File: src/rtl/scoreboard_pkg.sv
`default_nettype none
// ============================================================================
// Module   : scoreboard_pkg
// Brief    : Shared types, segment patterns and BCD decode for the scoreboard.
// Revision : 1.0 - initial release
// ============================================================================
package scoreboard_pkg;

  typedef enum logic [1:0] {
    ST_IDLE     = 2'd0,
    ST_HOLD     = 2'd1,
    ST_REPEAT   = 2'd2,
    ST_WAIT_REL = 2'd3
  } ctrl_state_t;

  // Segment order a..g from MSB to LSB, active-high.
  localparam logic [6:0] c_seg_0     = 7'b1111110;
  localparam logic [6:0] c_seg_1     = 7'b0110000;
  localparam logic [6:0] c_seg_2     = 7'b1101101;
  localparam logic [6:0] c_seg_3     = 7'b1111001;
  localparam logic [6:0] c_seg_4     = 7'b0110011;
  localparam logic [6:0] c_seg_5     = 7'b1011011;
  localparam logic [6:0] c_seg_6     = 7'b1011111;
  localparam logic [6:0] c_seg_7     = 7'b1110000;
  localparam logic [6:0] c_seg_8     = 7'b1111111;
  localparam logic [6:0] c_seg_9     = 7'b1111011;
  localparam logic [6:0] c_seg_blank = 7'b0000000;

  function automatic logic [6:0] bcd_to_seg7(input logic [3:0] i_digit);
    logic [6:0] w_seg;
    case (i_digit)
      4'd0:    w_seg = c_seg_0;
      4'd1:    w_seg = c_seg_1;
      4'd2:    w_seg = c_seg_2;
      4'd3:    w_seg = c_seg_3;
      4'd4:    w_seg = c_seg_4;
      4'd5:    w_seg = c_seg_5;
      4'd6:    w_seg = c_seg_6;
      4'd7:    w_seg = c_seg_7;
      4'd8:    w_seg = c_seg_8;
      4'd9:    w_seg = c_seg_9;
      default: w_seg = c_seg_blank;
    endcase
    return w_seg;
  endfunction

endpackage
`default_nettype wire

File: src/rtl/scoreboard_ctrl.sv
`default_nettype none
// ============================================================================
// Module   : scoreboard_ctrl
// Brief    : One-action-per-press button controller with optional auto-repeat.
// Revision : 1.0 - initial release
// ============================================================================
module scoreboard_ctrl
  import scoreboard_pkg::*;
#(
  parameter int REPEAT_DELAY  = 50,
  parameter int REPEAT_PERIOD = 10
) (
  input  logic clk,
  input  logic rst,
  input  logic i_inc,
  input  logic i_dec,
  input  logic i_erase,
  output logic o_inc_pulse,
  output logic o_dec_pulse,
  output logic o_erase_pulse
);

  localparam int c_timer_max = (REPEAT_DELAY > REPEAT_PERIOD) ? REPEAT_DELAY : REPEAT_PERIOD;
  localparam int c_timer_w   = (c_timer_max > 2) ? $clog2(c_timer_max) : 1;

  localparam logic [c_timer_w-1:0] c_delay_last  =
    c_timer_w'((REPEAT_DELAY > 0) ? REPEAT_DELAY - 1 : 0);
  localparam logic [c_timer_w-1:0] c_period_last =
    c_timer_w'((REPEAT_PERIOD > 0) ? REPEAT_PERIOD - 1 : 0);

  ctrl_state_t          r_state;
  logic [c_timer_w-1:0] r_timer;
  logic                 r_dir_inc;
  logic                 r_inc_pulse;
  logic                 r_dec_pulse;
  logic                 r_erase_pulse;

  logic                 w_latched;
  logic                 w_other;
  logic [c_timer_w-1:0] w_limit;

  assign w_latched = r_dir_inc ? i_inc : i_dec;
  assign w_other   = r_dir_inc ? i_dec : i_inc;
  assign w_limit   = (r_state == ST_HOLD) ? c_delay_last : c_period_last;

  always_ff @(posedge clk or posedge rst) begin
    if (rst) begin
      r_state       <= ST_IDLE;
      r_timer       <= '0;
      r_dir_inc     <= 1'b0;
      r_inc_pulse   <= 1'b0;
      r_dec_pulse   <= 1'b0;
      r_erase_pulse <= 1'b0;
    end else begin
      r_inc_pulse   <= 1'b0;
      r_dec_pulse   <= 1'b0;
      r_erase_pulse <= 1'b0;
      case (r_state)
        ST_IDLE: begin
          if (i_erase) begin
            r_erase_pulse <= 1'b1;
            r_state       <= ST_WAIT_REL;
          end else if (i_inc ^ i_dec) begin
            r_inc_pulse <= i_inc;
            r_dec_pulse <= i_dec;
            r_dir_inc   <= i_inc;
            r_timer     <= '0;
            r_state     <= (REPEAT_DELAY == 0) ? ST_WAIT_REL : ST_HOLD;
          end else if (i_inc && i_dec) begin
            r_state <= ST_WAIT_REL;
          end
        end
        ST_HOLD, ST_REPEAT: begin
          // Erase wins over everything so a clear is never lost mid-hold.
          if (i_erase) begin
            r_erase_pulse <= 1'b1;
            r_state       <= ST_WAIT_REL;
          end else if (!w_latched) begin
            r_state <= ST_IDLE;
          end else if (w_other) begin
            r_state <= ST_WAIT_REL;
          end else if (r_timer == w_limit) begin
            r_inc_pulse <= r_dir_inc;
            r_dec_pulse <= !r_dir_inc;
            r_timer     <= '0;
            r_state     <= ST_REPEAT;
          end else begin
            r_timer <= r_timer + 1'b1;
          end
        end
        ST_WAIT_REL: begin
          if (!(i_inc || i_dec || i_erase)) begin
            r_state <= ST_IDLE;
          end
        end
        default: r_state <= ST_IDLE;
      endcase
    end
  end

  assign o_inc_pulse   = r_inc_pulse;
  assign o_dec_pulse   = r_dec_pulse;
  assign o_erase_pulse = r_erase_pulse;

endmodule
`default_nettype wire

File: src/rtl/scoreboard_multi.sv
`default_nettype none
// ============================================================================
// Module   : scoreboard_multi
// Brief    : N-digit BCD scoreboard with wrap/saturate and per-digit 7-seg out.
// Revision : 1.0 - initial release
// ============================================================================
module scoreboard_multi
  import scoreboard_pkg::*;
#(
  parameter int NUM_DIGITS    = 2,
  parameter int WRAP          = 0,
  parameter int REPEAT_DELAY  = 50,
  parameter int REPEAT_PERIOD = 10
) (
  input  logic                    clk,
  input  logic                    rst,
  input  logic                    inc_i,
  input  logic                    dec_i,
  input  logic                    erase_i,
  output logic [4*NUM_DIGITS-1:0] bcd_o,
  output logic [7*NUM_DIGITS-1:0] seg7_o,
  output logic                    at_max_o,
  output logic                    at_min_o
);

  localparam bit c_wrap = (WRAP != 0);

  logic                  w_inc_pulse;
  logic                  w_dec_pulse;
  logic                  w_erase_pulse;

  logic [3:0]            r_digit     [NUM_DIGITS];
  logic [3:0]            w_inc_digit [NUM_DIGITS];
  logic [3:0]            w_dec_digit [NUM_DIGITS];
  logic [NUM_DIGITS-1:0] w_carry;
  logic [NUM_DIGITS-1:0] w_borrow;
  logic [NUM_DIGITS-1:0] w_is9;
  logic [NUM_DIGITS-1:0] w_is0;
  logic                  w_at_max;
  logic                  w_at_min;
  logic                  w_do_inc;
  logic                  w_do_dec;

  scoreboard_ctrl #(
    .REPEAT_DELAY  (REPEAT_DELAY),
    .REPEAT_PERIOD (REPEAT_PERIOD)
  ) u_ctrl (
    .clk           (clk),
    .rst           (rst),
    .i_inc         (inc_i),
    .i_dec         (dec_i),
    .i_erase       (erase_i),
    .o_inc_pulse   (w_inc_pulse),
    .o_dec_pulse   (w_dec_pulse),
    .o_erase_pulse (w_erase_pulse)
  );

  assign w_carry[0]  = 1'b1;
  assign w_borrow[0] = 1'b1;

  // Ripple chains: wrapping past max or below zero falls out of the chain naturally.
  for (genvar k = 0; k < NUM_DIGITS; k++) begin : g_digit
    assign w_is9[k] = (r_digit[k] == 4'd9);
    assign w_is0[k] = (r_digit[k] == 4'd0);

    assign w_inc_digit[k] = !w_carry[k]  ? r_digit[k] :
                            w_is9[k]     ? 4'd0 : r_digit[k] + 4'd1;
    assign w_dec_digit[k] = !w_borrow[k] ? r_digit[k] :
                            w_is0[k]     ? 4'd9 : r_digit[k] - 4'd1;

    if (k < NUM_DIGITS - 1) begin : g_chain
      assign w_carry[k+1]  = w_carry[k]  & w_is9[k];
      assign w_borrow[k+1] = w_borrow[k] & w_is0[k];
    end

    assign bcd_o[4*k +: 4]  = r_digit[k];
    assign seg7_o[7*k +: 7] = bcd_to_seg7(r_digit[k]);
  end

  assign w_at_max = &w_is9;
  assign w_at_min = &w_is0;
  assign w_do_inc = w_inc_pulse && (c_wrap || !w_at_max);
  assign w_do_dec = w_dec_pulse && (c_wrap || !w_at_min);

  always_ff @(posedge clk or posedge rst) begin
    if (rst) begin
      for (int i = 0; i < NUM_DIGITS; i++) r_digit[i] <= 4'd0;
    end else if (w_erase_pulse) begin
      for (int i = 0; i < NUM_DIGITS; i++) r_digit[i] <= 4'd0;
    end else if (w_do_inc) begin
      for (int i = 0; i < NUM_DIGITS; i++) r_digit[i] <= w_inc_digit[i];
    end else if (w_do_dec) begin
      for (int i = 0; i < NUM_DIGITS; i++) r_digit[i] <= w_dec_digit[i];
    end
  end

  assign at_max_o = w_at_max;
  assign at_min_o = w_at_min;

endmodule
`default_nettype wire
File: config.mk
export PLATFORM = sky130hd
export DESIGN_NAME = scoreboard_multi
export DESIGN_NICKNAME = d
export VERILOG_FILES = /design/src/rtl/scoreboard_pkg.sv /design/src/rtl/scoreboard_ctrl.sv /design/src/rtl/scoreboard_multi.sv
export SDC_FILE = /design/constraint.sdc
export NUM_CORES = 1
export LEC_CHECK = 0
export ABC_AREA = 1
export ABC_CLOCK_PERIOD_IN_PS = 1700
export CORE_MARGIN = 2
export CORE_UTILIZATION = 50
export DETAILED_ROUTE_END_ITERATION = 10
export GPL_TIMING_DRIVEN = 0
export PLACE_DENSITY = 0.77
export SYNTH_ARGS = -nofsm -noshare
export SYNTH_HDL_FRONTEND = slang
export SYNTH_HIERARCHICAL = 1
export SYNTH_SLANG_ARGS = --single-unit
File: constraint.sdc
create_clock -name clk -period 1.7 [get_ports clk]
set_clock_uncertainty 0.15 [all_clocks]
set_input_delay 0.34 -clock clk [delete_from_list [all_inputs] [get_ports clk]]
set_output_delay 0.34 -clock clk [all_outputs]
set_load 0.01 [all_outputs]
# Word-level counts from Yosys, hierarchy flattened
# Memory sizes are Yosys's and may differ from the RTL's.
# Index checks and enable logic that the tools add are counted.
[totals]
reg_bits = 20
mem_count = 2
mem_bits_ro = 224
inputBits = 5
[mem_list]
columns = ["name", "words", "word_bits", "rd", "rd_ports_with_merged_regs", "write_ports", "line_no", "source"]
rows = [
  ["(no name shown)", 16, 7, 1, 0, 0, "scoreboard_pkg.sv:31", "case (i_digit)"],
  ["(no name shown)", 16, 7, 1, 0, 0, "scoreboard_pkg.sv:31", ""],
]
[classes]
addsub = 5
eq_ne = 15
bitwise = 2
n_reduce_logical = 22
mux = 44
[ops]
columns = ["op", "count"]
rows = [
  ["2-to-1 mux 6 bit", 7],
  ["2-to-1 mux 4 bit", 6],
  ["2-to-1 mux 8 bit", 3],
  ["2-to-1 mux 1 bit", 16],
  ["2-to-1 mux 2 bit", 8],
  ["one-hot mux 6 bit (2 select lines)", 1],
  ["AND reduction 3 bit", 3],
  ["adder 4 x 1 -> 4 bit, second input constant", 2],
  ["== test 4 bit, second input constant", 2],
  ["zero test 4 bit", 2],
  ["!= test 2 bit, second input constant", 4],
  ["subtractor 4 x 1 -> 4 bit, second input constant", 2],
  ["adder 6 x 1 -> 6 bit, second input constant", 1],
  ["== test 6 bit", 1],
  ["one-hot mux 2 bit (3 select lines)", 1],
  ["AND reduction 6 bit", 1],
  ["nonzero test 3 bit", 2],
  ["!= test 5 bit, second input constant", 1],
  ["== test 2 bit, second input constant", 2],
  ["!= test 2 x 1 -> 1 bit, second input constant", 2],
  ["!= test 4 x 2 -> 1 bit, second input constant", 1],
  ["one-hot mux 1 bit (2 select lines)", 2],
  ["AND reduction 2 bit", 2],
  ["logical AND 1 bit", 3],
  ["other kinds (10)", 13],
]

# Logic depth before layout (Yosys ltp)
[depth]
depth_word = 8
depth_mapped = 11

# Cells and area by module
# The synthesis kept the hierarchy.
[modules_own_cells]
columns = ["mod", "instances", "cells_per_inst", "area_each_um2", "seq_area_each_um2"]
rows = [
  ["scoreboard_multi", 1, 185, 1203.7, 200.2],
  ["scoreboard_ctrl", 1, 131, 938.4, 300.3],
]

# Worst setup path before layout
# Ideal clock, no wire load.
[synth_timing]
path_type = "reg-to-output"
from = "reg r_digit (netlist bit bcd_o[0])"
to = "out seg7_o[3]"
stages_incl_launch_ff = 7
path_slack_ps = -171
t_required_ps = 1210
arrival_ps = 1381
cell_sequence = "dfrtp_1 inv_1 ha_1 inv_1 o21ai_0 nor2_1 nor2_1"
[synth_via]
elab_chain_cells = 1
[synth_rtl]
columns = ["element", "line_no", "source"]
rows = [
  ["start, declared", "scoreboard_multi.sv:32", "logic [3:0] r_digit [NUM_DIGITS];"],
  ["memory (16 x 7 bit)", "n/a", ""],
  ["end, declared", "scoreboard_multi.sv:21", "output logic [7*NUM_DIGITS-1:0] seg7_o,"],
]
# Every way passes these cells.

# Worst setup path after layout
[layout_timing]
from = "reg r_digit (netlist bit bcd_o[4])"
to = "out seg7_o[7]"
# The elaborated chain is that of the path after synthesis.

==> summary by stage <==
Global routing
Entering global routing, the biggest net connects 13 pins. The wire length of the first global-routing pass is 10.1 mm. The initial antenna violation count is 0.

The number of global-route vias before repair was 2304. Across every metal layer, demand over resource in global routing totals 0.249. Global routing finished with a remaining overflow of 0.

Status
The checks that failed: negative setup slack. The run finished, with violations left.

Critical path
In this run the critical register-to-register path is launched from bcd_o[4]. The most critical setup path has its startpoint at bcd_o[4]. For the worst setup path, the data required time is 1.21 ns. The worst register-to-register path ends at bcd_o[6]. The cell depth of the worst flop-to-flop path is 12. In this run the worst setup path terminates at seg7_o[7].

The critical path class is flip-flop to primary output. Of all nets on the critical path, the largest fanout is 3. The worst endpoint data arrival time is 1.59 ns.

The worst setup path is launched from a flip-flop. The setup slack on the worst flop-to-flop path is -0.25 ns. The worst setup path is captured at a primary output.

Drt
The routed design has 7.31 mm of wire. The detailed-routing iteration count for the pre-antenna-repair pass is 4. After detailed routing, the number of remaining DRC violations is 0. The post-detailed-route wirelength per cell is 16.6 µm. For this block, the via count after detailed routing is 2464. The iteration-0 DRC count of the detailed router is 307. The number of nets with antenna violations after routing is 0. The via count normalized by instance count is 5.59.

Yosys
The most used flip-flop cell after synthesis is dfrtp_1. After synthesis, the share of cell area in mux cells is 0. Counting flops with a built-in enable in the synthesized netlist gives 0. The yosys synthesis warning count is 6. The simple logic cell fraction of the synthesized area is 0.419. A synthesized cell averages 6.78 µm². In this run the cell area of the synthesized design comes to 2140 µm². Synthesis produced 316 cells. The share of flip-flops with an asynchronous set or reset is 1.00. The sequential share of the synthesized area is 0.234. The area fraction in compound gates after synthesis is 0.0917. The net count after synthesis is 346. The register bit total from synthesis is 20. By area, the combinational part of the netlist is dominated by simple AND/OR/NAND/NOR gates. Of the total synthesized cell area, the portion taken by XOR and XNOR cells is 0.00409. The number of distinct library cell variants in the gate-level netlist after synthesis is 28. The area share of fa/ha/maj cells after synthesis is 0.146.

Place
The placed instances occupy a cell area of 2490 µm². The number of buffers added on ports is 28. Routability-driven placement finished with a final weighted congestion of 0.848. Detailed placement finished with a half-perimeter wire length of 3.56 mm.

Final layout
Of the cells placed in the final design, the portion with a size suffix greater than 1 is 0.412. The number of antenna diodes in the final layout is 0. Leaving out fill and tap cells, the most frequent cells in the layout are nand2_1, inv_1, buf_4, nand3_1, nor2_1. At the end of the flow the core is filled with cells to 0.787.

For this run, the post-layout net count is 422. Once layout is done, the placed cells without fillers occupy 3190 µm². Relative to the synthesized area, the layout overhead comes to 49.0%. The library cell used most frequently in the layout, excluding fill and tap cells, is nand2_1.

Clock network
Buffers inserted during clock tree synthesis total 3. TritonCTS built the clock tree. The root buffer cell chosen for the clock tree is clkbuf_8. The total of hold buffers inserted after clock tree synthesis is 0. In this run the deepest clock path goes through 2 buffers. Clock-pin slew was measured on the worst setup and hold paths at 0.07 ns.

In this run the number of H-tree levels came out at 1. For this design, the sink count on the clock tree is 20. The worst-skew pair later-pin latency is 0.25 ns.

STA
The number of pins with negative max-slew slack in the final report came to 0. Setup repair after global routing could not meet its margin everywhere. The achievable clock frequency is 480 MHz. The actual slew at the worst max-slew pin is 0.486 ns. The setup slack after layout is -0.384 ns. The minimum clock period is 2.08 ns. The relative slew slack is 0.676.

Setup violations remaining at the end of the flow were counted as 24. The count of endpoints failing hold in the final timing report was 0. The sum of negative setup slack is -5.03 ns. The final critical-path share of the clock period is 1.23.

Power
The share of total power in the clock network is 0.055. The share of total power dissipated in combinational logic is 0.812. For this design the total switching power over the nets is 3.29 mW. The leakage dissipation is 1.65 nW. The total power consumption of the routed design is 6.46 mW. The internal cell power is 3.17 mW. The total power per unit cell area is 2030 nW/µm². Across the VDD grid, the largest voltage drop is 1.09 mV. The switching share of power is 0.509. The power share of the sequential group is 0.133.

Floorplan
The y dimension of the die is 69.5 µm. For this configuration, the core starts out at a cell density of 0.528. The total area inside the core boundary comes to 4060 µm².

The number of top-level design ports is 29. The width of the die is 69.5 µm. The number of cell rows is 23. The die footprint is 4820 µm².

Flow run
The tool flagged a number of max-cap violations equal to 0.

Min path
The path class of the tightest hold or removal check is primary input to asynchronous set/reset pin.
critical path, cell delays in order, from the launching register on:
cell	delay, ns
dfrtp_2	0.45
buf_6	0.14
ha_4	0.14
or2_4	0.24
a31oi_1	0.20
buf_2	0.18
metrics by stage:
| stage | hold WS (ns) | setup WS [ns] | instances |
|---|---|---|---|
| floorplan | 0.00539 | -0.0326 | 316 |
| global placement | 0.363 | -0.588 | 394 |
| detailed placement | 0.390 | -0.604 | 394 |
| CTS | 0.207 | -0.272 | 435 |
| global route | 0.243 | -0.367 | 441 |
| finish | 0.207 | -0.384 | 441 |
power groups by stage:
stage | clock network, mW | logic (mW) | registers, mW
2_1_floorplan | 0 | 2.34 | 0.898
3_3_place_gp | 0 | 3.41 | 0.918
3_5_place_dp | 0 | 3.48 | 0.928
4_1_cts | 0.366 | 4.35 | 0.834
5_1_grt | 0.378 | 5.62 | 0.880
6_report | 0.355 | 5.25 | 0.862
flip-flops by register name, indices dropped and copies added, names as in the netlist:
signal,flops
u_ctrl/o_dec_pulse,1
u_ctrl/r_timer,6
u_ctrl/r_dir_inc,1
bcd_o,8
u_ctrl/o_inc_pulse,1
u_ctrl/o_erase_pulse,1
u_ctrl/r_state,2
worst min path at each step:
stage / end / depth (start not counted) / from
finish: bcd_o[5] / 2 / rst
global route: bcd_o[3] / 2 / rst
CTS: bcd_o[2] / 2 / rst
detailed placement: u_ctrl/r_state[1] / 2 / u_ctrl/r_state[1]
global placement: u_ctrl/r_state[1] / 2 / u_ctrl/r_state[1]
floorplan: bcd_o[2] / 1 / rst
area by class of cell:
| cell class | instances | area (µm²) |
|---|---|---|
| multi-input combinational | 245 | 1730 |
| fill | 254 | 866 |
| timing repair buffer | 71 | 584 |
| sequential | 20 | 508 |
| inverter | 45 | 196 |
| tap | 50 | 62.6 |
| clock buffer | 4 | 55.1 |
| buffer | 6 | 55.1 |
logic make-up (layout without fill, tap and decap cells):
logic type / Yosys count / after routing
AO/OA/AOI/OAI: 37 / 37
AND/OR/NAND/NOR: 182 / 182
adder cells (fa/ha/maj): 25 / 25
XOR/XNOR: 1 / 1
flip-flops: 20 / 20
buffers and inverters: 51 / 126
cells in the mapped netlist (3+ instances only):
cell type	n	area, µm²
a31oi_1	4	25.0
nor2_2	3	18.8
ha_1	25	313
nand2_2	7	43.8
buf_6	3	33.8
nor2_1	29	109
nand4_1	6	37.5
dfrtp_1	20	500
nand2_1	96	360
nor2_4	3	33.8
inv_1	39	146
nand3_4	3	52.6
a21oi_1	11	55.1
o21ai_0	12	60.1
nand3_2	4	40.0
inv_2	4	15.0
o21ai_1	8	40.0
nand3_1	24	120
repair_timing:
action | CTS | global route
pin swaps | 23 | 26
setup endpoints to repair | 40 | 36
endpoints found under the hold margin | 0 | 0
gates resized for setup | 138 | 48
setup buffers | 37 | 7
routing by layer:
| layer | global-route usage | vias to the layer above | wire [µm] |
|---|---|---|---|
| li1 | - | 1148 | - |
| met1 | 0.287 | 1171 | 2720 |
| met2 | 0.468 | 111 | 3920 |
| met3 | 0.0203 | 34 | 386 |
| met4 | 0.102 | 0 | 286 |
| met5 | 0 | - | 0 |
(Power assumes the default switching activity.)
